**src/rtl/riscv_defines.sv**
```systemverilog
// Shared core-wide encodings: load/store operation codes and trap causes.
package riscv_defines;

  localparam int unsigned LOAD_OP_WIDTH  = 3;
  localparam int unsigned STORE_OP_WIDTH = 2;
  localparam int unsigned CAUSE_WIDTH    = 4;

  // Load codes follow funct3 so the decoder can pass them straight through
  localparam logic [LOAD_OP_WIDTH-1:0] LOAD_OP_LB  = 3'd0;
  localparam logic [LOAD_OP_WIDTH-1:0] LOAD_OP_LH  = 3'd1;
  localparam logic [LOAD_OP_WIDTH-1:0] LOAD_OP_LW  = 3'd2;
  localparam logic [LOAD_OP_WIDTH-1:0] LOAD_OP_LBU = 3'd4;
  localparam logic [LOAD_OP_WIDTH-1:0] LOAD_OP_LHU = 3'd5;

  localparam logic [STORE_OP_WIDTH-1:0] STORE_OP_SB = 2'd0;
  localparam logic [STORE_OP_WIDTH-1:0] STORE_OP_SH = 2'd1;
  localparam logic [STORE_OP_WIDTH-1:0] STORE_OP_SW = 2'd2;

  localparam logic [CAUSE_WIDTH-1:0] CAUSE_ILLEGAL_INSN      = 4'd2;
  localparam logic [CAUSE_WIDTH-1:0] CAUSE_LOAD_MISALIGNED   = 4'd4;
  localparam logic [CAUSE_WIDTH-1:0] CAUSE_LOAD_ACCESS_FAULT = 4'd5;

endpackage

```
**src/rtl/load_access_unit_pkg.sv**
```systemverilog
// Local types and decode helpers for the sequential load path.
package load_access_unit_pkg;
  import riscv_defines::*;

  typedef enum logic [1:0] {
    ST_IDLE = 2'd0,
    ST_MEM  = 2'd1,
    ST_RSP  = 2'd2
  } lau_state_e;

  typedef struct packed {
    logic [31:0]            data;
    logic [4:0]             rd;
    logic                   fault;
    logic [CAUSE_WIDTH-1:0] cause;
  } load_rsp_t;

  function automatic logic load_op_legal(input logic [LOAD_OP_WIDTH-1:0] op);
    return (op == LOAD_OP_LB) || (op == LOAD_OP_LH) || (op == LOAD_OP_LW) ||
           (op == LOAD_OP_LBU) || (op == LOAD_OP_LHU);
  endfunction

  function automatic logic load_misaligned(input logic [LOAD_OP_WIDTH-1:0] op,
                                           input logic [1:0] addr_lo);
    return (((op == LOAD_OP_LH) || (op == LOAD_OP_LHU)) && addr_lo[0]) ||
           ((op == LOAD_OP_LW) && (addr_lo != 2'b00));
  endfunction

endpackage

```
**src/rtl/load_access_unit_if.sv**
```systemverilog
// Request, data-memory and response channels of the load access unit.
interface load_access_unit_if;
  import riscv_defines::*;

  logic                     req_valid;
  logic                     req_ready;
  logic [31:0]              req_addr;
  logic [LOAD_OP_WIDTH-1:0] req_loadop;
  logic [4:0]               req_rd;

  logic                     mem_valid;
  logic                     mem_ready;
  logic [31:0]              mem_addr;
  logic [31:0]              mem_rdata;

  logic                     rsp_valid;
  logic                     rsp_ready;
  logic [31:0]              rsp_data;
  logic [4:0]               rsp_rd;
  logic                     rsp_fault;
  logic [CAUSE_WIDTH-1:0]   rsp_cause;

  modport slave (
    input  req_valid, req_addr, req_loadop, req_rd, mem_ready, mem_rdata, rsp_ready,
    output req_ready, mem_valid, mem_addr, rsp_valid, rsp_data, rsp_rd, rsp_fault, rsp_cause
  );

  modport master (
    output req_valid, req_addr, req_loadop, req_rd, mem_ready, mem_rdata, rsp_ready,
    input  req_ready, mem_valid, mem_addr, rsp_valid, rsp_data, rsp_rd, rsp_fault, rsp_cause
  );

endinterface

```
**src/rtl/load_access_unit_load_extract.sv**
```systemverilog
// Selects the addressed byte/halfword of a read word and sign/zero extends it.
module load_extract
  import riscv_defines::*;
(
  input  logic [1:0]               addr_lo,
  input  logic [LOAD_OP_WIDTH-1:0] loadop,
  input  logic [31:0]              word,
  output logic [31:0]              data_c
);

  logic [7:0]  byte_sel;
  logic [15:0] half_sel;

  always_comb begin
    byte_sel = word[7:0];
    case (addr_lo)
      2'd1:    byte_sel = word[15:8];
      2'd2:    byte_sel = word[23:16];
      2'd3:    byte_sel = word[31:24];
      default: byte_sel = word[7:0];
    endcase
    half_sel = addr_lo[1] ? word[31:16] : word[15:0];

    data_c = '0;
    case (loadop)
      LOAD_OP_LB:  data_c = {{24{byte_sel[7]}}, byte_sel};
      LOAD_OP_LBU: data_c = {24'd0, byte_sel};
      LOAD_OP_LH:  data_c = {{16{half_sel[15]}}, half_sel};
      LOAD_OP_LHU: data_c = {16'd0, half_sel};
      LOAD_OP_LW:  data_c = word;
      default:     data_c = '0;
    endcase
  end

endmodule

```
**src/rtl/load_access_unit.sv**
```systemverilog
// One-outstanding load path: alignment check, word read with watchdog, extend, respond.
module load_access_unit
  import riscv_defines::*;
  import load_access_unit_pkg::*;
#(
  parameter int unsigned TIMEOUT_CYCLES = 255
) (
  input logic                clk,
  input logic                resetn,
  load_access_unit_if.slave  bus
);

  localparam int unsigned CNT_W = (TIMEOUT_CYCLES > 1) ? $clog2(TIMEOUT_CYCLES) : 1;
  localparam logic [CNT_W-1:0] CNT_LAST = CNT_W'(TIMEOUT_CYCLES - 1);

  lau_state_e               state_q, state_d;
  logic [1:0]               addr_lo_q, addr_lo_d;
  logic [LOAD_OP_WIDTH-1:0] op_q, op_d;
  logic [CNT_W-1:0]         cnt_q, cnt_d;
  logic                     req_ready_q, req_ready_d;
  logic                     mem_valid_q, mem_valid_d;
  logic [31:0]              mem_addr_q, mem_addr_d;
  logic                     rsp_valid_q, rsp_valid_d;
  load_rsp_t                rsp_q, rsp_d;

  logic        req_fire_c;
  logic        req_bad_op_c;
  logic        req_misaligned_c;
  logic        timeout_c;
  logic [31:0] extract_data_c;

  load_extract u_extract (
    .addr_lo (addr_lo_q),
    .loadop  (op_q),
    .word    (bus.mem_rdata),
    .data_c  (extract_data_c)
  );

  assign req_fire_c       = bus.req_valid && req_ready_q;
  assign req_bad_op_c     = !load_op_legal(bus.req_loadop);
  assign req_misaligned_c = load_misaligned(bus.req_loadop, bus.req_addr[1:0]);
  assign timeout_c        = (TIMEOUT_CYCLES != 32'd0) && (cnt_q == CNT_LAST);

  always_ff @(posedge clk or negedge resetn) begin
    if (!resetn) state_q <= ST_IDLE;
    else         state_q <= state_d;
  end

  always_comb begin
    state_d = state_q;
    case (state_q)
      ST_IDLE: if (req_fire_c) state_d = (req_bad_op_c || req_misaligned_c) ? ST_RSP : ST_MEM;
      ST_MEM:  if (bus.mem_ready || timeout_c) state_d = ST_RSP;
      ST_RSP:  if (bus.rsp_ready) state_d = ST_IDLE;
      default: state_d = ST_IDLE;
    endcase
  end

  // Handshake flags follow the next state; payload registers update on their events
  always_comb begin
    addr_lo_d   = addr_lo_q;
    op_d        = op_q;
    cnt_d       = cnt_q;
    mem_addr_d  = mem_addr_q;
    rsp_d       = rsp_q;
    req_ready_d = (state_d == ST_IDLE);
    mem_valid_d = (state_d == ST_MEM);
    rsp_valid_d = (state_d == ST_RSP);

    case (state_q)
      ST_IDLE: begin
        if (req_fire_c) begin
          addr_lo_d = bus.req_addr[1:0];
          op_d      = bus.req_loadop;
          rsp_d.rd  = bus.req_rd;
          if (req_bad_op_c) begin
            rsp_d.data  = '0;
            rsp_d.fault = 1'b1;
            rsp_d.cause = CAUSE_ILLEGAL_INSN;
          end else if (req_misaligned_c) begin
            rsp_d.data  = '0;
            rsp_d.fault = 1'b1;
            rsp_d.cause = CAUSE_LOAD_MISALIGNED;
          end else begin
            mem_addr_d = {bus.req_addr[31:2], 2'b00};
            cnt_d      = '0;
          end
        end
      end
      ST_MEM: begin
        cnt_d = cnt_q + CNT_W'(1);
        if (bus.mem_ready) begin
          rsp_d.data  = extract_data_c;
          rsp_d.fault = 1'b0;
          rsp_d.cause = '0;
        end else if (timeout_c) begin
          rsp_d.data  = '0;
          rsp_d.fault = 1'b1;
          rsp_d.cause = CAUSE_LOAD_ACCESS_FAULT;
        end
      end
      default: ;
    endcase
  end

  always_ff @(posedge clk or negedge resetn) begin
    if (!resetn) begin
      addr_lo_q   <= '0;
      op_q        <= '0;
      cnt_q       <= '0;
      req_ready_q <= 1'b1;
      mem_valid_q <= 1'b0;
      mem_addr_q  <= '0;
      rsp_valid_q <= 1'b0;
      rsp_q       <= '0;
    end else begin
      addr_lo_q   <= addr_lo_d;
      op_q        <= op_d;
      cnt_q       <= cnt_d;
      req_ready_q <= req_ready_d;
      mem_valid_q <= mem_valid_d;
      mem_addr_q  <= mem_addr_d;
      rsp_valid_q <= rsp_valid_d;
      rsp_q       <= rsp_d;
    end
  end

  assign bus.req_ready = req_ready_q;
  assign bus.mem_valid = mem_valid_q;
  assign bus.mem_addr  = mem_addr_q;
  assign bus.rsp_valid = rsp_valid_q;
  assign bus.rsp_data  = rsp_q.data;
  assign bus.rsp_rd    = rsp_q.rd;
  assign bus.rsp_fault = rsp_q.fault;
  assign bus.rsp_cause = rsp_q.cause;

endmodule

```
**src/flat_wrapper.sv**
```systemverilog
// flat-port wrapper written by rule: the top's interface ports become plain ports
module load_access_unit_flat import riscv_defines::*; import load_access_unit_pkg::*;
#(
  parameter int unsigned TIMEOUT_CYCLES = 255
)
  (clk, resetn, bus_req_valid, bus_req_addr, bus_req_loadop, bus_req_rd, bus_mem_ready, bus_mem_rdata, bus_rsp_ready, bus_req_ready, bus_mem_valid, bus_mem_addr, bus_rsp_valid, bus_rsp_data, bus_rsp_rd, bus_rsp_fault, bus_rsp_cause);
  load_access_unit_if bus_i ();
  input logic clk;
  input logic resetn;
  input wire logic [$bits(bus_i.req_valid)-1:0] bus_req_valid;
  input wire logic [$bits(bus_i.req_addr)-1:0] bus_req_addr;
  input wire logic [$bits(bus_i.req_loadop)-1:0] bus_req_loadop;
  input wire logic [$bits(bus_i.req_rd)-1:0] bus_req_rd;
  input wire logic [$bits(bus_i.mem_ready)-1:0] bus_mem_ready;
  input wire logic [$bits(bus_i.mem_rdata)-1:0] bus_mem_rdata;
  input wire logic [$bits(bus_i.rsp_ready)-1:0] bus_rsp_ready;
  output wire logic [$bits(bus_i.req_ready)-1:0] bus_req_ready;
  output wire logic [$bits(bus_i.mem_valid)-1:0] bus_mem_valid;
  output wire logic [$bits(bus_i.mem_addr)-1:0] bus_mem_addr;
  output wire logic [$bits(bus_i.rsp_valid)-1:0] bus_rsp_valid;
  output wire logic [$bits(bus_i.rsp_data)-1:0] bus_rsp_data;
  output wire logic [$bits(bus_i.rsp_rd)-1:0] bus_rsp_rd;
  output wire logic [$bits(bus_i.rsp_fault)-1:0] bus_rsp_fault;
  output wire logic [$bits(bus_i.rsp_cause)-1:0] bus_rsp_cause;
  assign bus_i.req_valid = bus_req_valid;
  assign bus_i.req_addr = bus_req_addr;
  assign bus_i.req_loadop = bus_req_loadop;
  assign bus_i.req_rd = bus_req_rd;
  assign bus_i.mem_ready = bus_mem_ready;
  assign bus_i.mem_rdata = bus_mem_rdata;
  assign bus_i.rsp_ready = bus_rsp_ready;
  assign bus_req_ready = bus_i.req_ready;
  assign bus_mem_valid = bus_i.mem_valid;
  assign bus_mem_addr = bus_i.mem_addr;
  assign bus_rsp_valid = bus_i.rsp_valid;
  assign bus_rsp_data = bus_i.rsp_data;
  assign bus_rsp_rd = bus_i.rsp_rd;
  assign bus_rsp_fault = bus_i.rsp_fault;
  assign bus_rsp_cause = bus_i.rsp_cause;
  load_access_unit #(.TIMEOUT_CYCLES(TIMEOUT_CYCLES)) u_core (.clk(clk), .resetn(resetn), .bus(bus_i));
endmodule
```
**config.mk**
```make
export PLATFORM = sky130hd
export DESIGN_NAME = load_access_unit_flat
export DESIGN_NICKNAME = d
export VERILOG_FILES = /design/src/rtl/riscv_defines.sv /design/src/rtl/load_access_unit_pkg.sv /design/src/rtl/load_access_unit_if.sv /design/src/rtl/load_access_unit_load_extract.sv /design/src/rtl/load_access_unit.sv /design/src/flat_wrapper.sv
export SDC_FILE = /design/constraint.sdc
export NUM_CORES = 1
export LEC_CHECK = 0
export BUFFER_PORTS_ARGS = -buffer_cell sky130_fd_sc_hd__buf_2
export CELL_PAD_IN_SITES_DETAIL_PLACEMENT = 0
export CELL_PAD_IN_SITES_GLOBAL_PLACEMENT = 1
export CORE_ASPECT_RATIO = 0.8
export CORE_MARGIN = 1
export CORE_UTILIZATION = 37
export CTS_CLUSTER_SIZE = 40
export DETAILED_ROUTE_END_ITERATION = 16
export PLACE_DENSITY = 0.79
export RECOVER_POWER = 50
export SETUP_SLACK_MARGIN = 0.05
export SYNTH_ARGS = -nofsm -noshare
export SYNTH_HDL_FRONTEND = slang
export SYNTH_SLANG_ARGS = --single-unit
```
**constraint.sdc**
```tcl
create_clock -name clk -period 2.4 [get_ports clk]
set_clock_uncertainty 0.15 [all_clocks]
set_input_delay 0.6 -clock clk [delete_from_list [all_inputs] [get_ports clk]]
set_output_delay 0.6 -clock clk [all_outputs]
set_load 0.02 [all_outputs]
```
==> results.tsv <==
metric	value	unit
hold_path.class	in2reg	
cp.required	2530	ps
max-slew-margin-rel	-0.0951	
arrival	2150	ps
synth_compound_area_frac	0.184	
wirelength	11.8	mm
p_clk_frac	0.214	
place_inst	715	
start_kind	flop	
power.switching	3.04	mW
drt_pass1_iterations	4	
die_area	12100	µm²
fillers	1060	
pwr-share-comb	0.430	
numCtsBuffers	9	
h-tree-depth	3	
via_per_inst	5.08	
die_w	123	µm
p_int	4.33	mW
clockBufferDepth	2	
place.gp.congestion	0.837	
async_reset_ff_frac	1.00	
antenna_found_initial	0	
synth.distinct_cells	52	
grt_pass1_wl	19.2	mm
synth.yosys.seq_area_share	0.517	
setup_tns	0	ps
synth_edf_count	0	
critPathCaptureType	flop	
dpl.hpwl	8.63	mm
synth_top_area_frac	0.511	
area_delta_synth_final	28.6	%
synth_seq_cells	89	
postRouteAntennaNets	0	
min_period	2020	ps
synth_xor_area_frac	0	
cap_violations	1	
maxSlewViolCount	29	
start_util	0.388	
n_antenna_cell	0	
final_nets	661	
post_cts_buffers	0	
outcome	finished with violations	
grt_overflow	0	
seqPwrFrac	0.356	
muxShareOfSynthArea	0.0665	
cts_root_buf	clkbuf_16	
drive_above_1_share	0.291	
grt_pass1_vias	3682	
tritoncts	done	
netlist_instances	430	
clkTransAtPathRegs	60	ps
critPathMaxFanout	33	
drc	0	
io_pins	154	
synth_top_family_by_area	compound AO/OA/AOI/OAI gates	
violations	max-capacitance violations, max-slew violations	
synthTopCellsByArea	dfrtp_1, nand2_1, o2bb2ai_1, o2111ai_1, mux2_2	
synth_largest_area_cell	dfrtp_1	
dr.first_iter.drc_count	193	
setup_viol	0	
worst_slew_pin_slew	1640	ps
io_buffers	150	
stdcell_count	731	
die_h	98.5	µm
post_drt_wl_per_cell	16.1	µm
switching_share	0.413	
grt_usage	0.207	
grt_max_degree	37	
synthFlopType	dfrtp_1	
cts_hold_buf	0	
yosysWarnings	0	
hold_viol	0	
core	11100	µm²
final_util	0.499	
hold_slack	298	ps
peakVddDrop	0.000510	V
fmax	495	MHz
vias	3714	
grt_setup_unrepaired	false	
syn_avg_cell_area	10.0	µm²
synth_simple_gate_area_frac	0.170	
timing.final.crit_share	0.842	
netlist_area	4310	µm²
power.density	1330	nW/µm²
path_class	reg2reg	
clock-sinks	89	
clk_latency	340	ps
postCtsResizedCells	0	
synthAdderAreaFrac	0.00581	
rows	34	
p_leak	2.76	nW
-- cell usage in the layout (no fill, tap or decap), types with 12 or more instances in the layout --
cell,netlist,routed
a21oi_1,13,13
buf_2,7,115
buf_4,5,14
clkbuf_1,12,35
dfrtp_1,88,88
inv_1,22,22
mux2_2,13,13
mux2i_1,14,14
nand2_1,118,118
nor2_1,12,12
o2111ai_1,20,20
o2bb2ai_1,25,25
-- synthesized netlist by cell type (2+ instances only) --
library cell  instances
nand4_1               2
a2bb2oi_1             7
o2bb2ai_1            25
mux2i_1              14
a211oi_1              2
buf_2                 7
nand3_1               5
o2111ai_1            20
nor2b_1               3
buf_4                 5
clkbuf_1             12
nand2b_1              6
o221ai_1              7
a21oi_1              13
and3_1                2
o211ai_1              2
nand2_1             118
mux2_2               13
nor2_1               12
inv_1                22
o21a_1                4
a21o_1                4
buf_6                 3
and2_1                3
ha_1                  2
dfrtp_1              88
o21ai_1               2
o21ai_0               3
-- worst max-delay path: stages (launching register included) --
cell and delay [ps]:
dfrtp_1 530, and4bb_1 390, buf_4 250, o21a_1 150, buf_4 310, nand2_1 100
nand2_1 70
-- sequential cells by signal (all words and copies together), names as in the netlist, 2 cells and up --
signal,flops
u_core.addr_lo_q,2
u_core.bus.mem_addr,30
u_core.bus.rsp_cause,3
u_core.bus.rsp_data,32
u_core.bus.rsp_rd,5
u_core.cnt_q,8
u_core.op_q,3
u_core.state_q,2
-- power by group through the flow --
stage | Sequential, mW | Clock, mW | Combinational, mW
floorplan | 3.24 | 0 | 1.51
global placement | 2.62 | 0 | 3.18
detailed placement | 2.62 | 0 | 3.25
CTS | 2.61 | 1.62 | 3.26
global route | 2.72 | 1.69 | 3.44
finish | 2.62 | 1.58 | 3.17
-- cells by family after synthesis --
| group | Yosys count |
|---|---|
| fa+ha+maj | 2 |
| flops | 89 |
| simple gates | 163 |
| other cells | 1 |
| buf+inv | 50 |
| compound gates | 98 |
| mux | 27 |
-- cell type report --
cell class                 instances  area (µm²)  area share
timing repair buffer             167         857       0.155
inverter                          22        82.6      0.0149
clock inverter                     4        73.8      0.0133
clock buffer                      12         267      0.0481
sequential                        89        2230       0.402
tap                              144         180      0.0325
multi-input combinational        293        1850       0.334
-- metrics by stage --
step | setup WS (ps) | cell area [µm²] | power [mW]
5_1_grt | 136 | 5540 | 7.85
6_report | 379 | 5540 | 7.37
2_1_floorplan | 497 | 4310 | 4.75
3_3_place_gp | 372 | 5250 | 5.80
3_5_place_dp | 311 | 5250 | 5.88
4_1_cts | 389 | 5590 | 7.50
-- per-layer routing --
metal / global-route usage / vias up / routed length, µm / part of all wire
met5: 0 / - / 0 / 0
met4: 0.0694 / 0 / 189 / 0.016
met1: 0.290 / 1798 / 5590 / 0.48
met2: 0.316 / 90 / 5390 / 0.46
met3: 0.0469 / 16 / 580 / 0.049
li1: - / 1810 / - / -
-- worst paths after layout --
kind / endpoint / slack [ps] / cells after the start / startpoint
max in group asynchronous: u_core.bus.req_ready / 420 / 2 / resetn
worst max register to register: u_core.bus.mem_addr[2] / 380 / 6 / u_core.state_q[0]
min in group asynchronous: u_core.bus.mem_addr[3] / 520 / 1 / resetn
worst min register to register: u_core.bus.mem_addr[16] / 320 / 2 / u_core.bus.mem_addr[16]
worst max-delay path: u_core.bus.mem_addr[2] / 380 / 6 / u_core.state_q[0]
worst min-delay path: u_core.bus.mem_addr[11] / 300 / 3 / bus_req_addr[11]
Note: power is estimated with default switching activity, not from simulation.
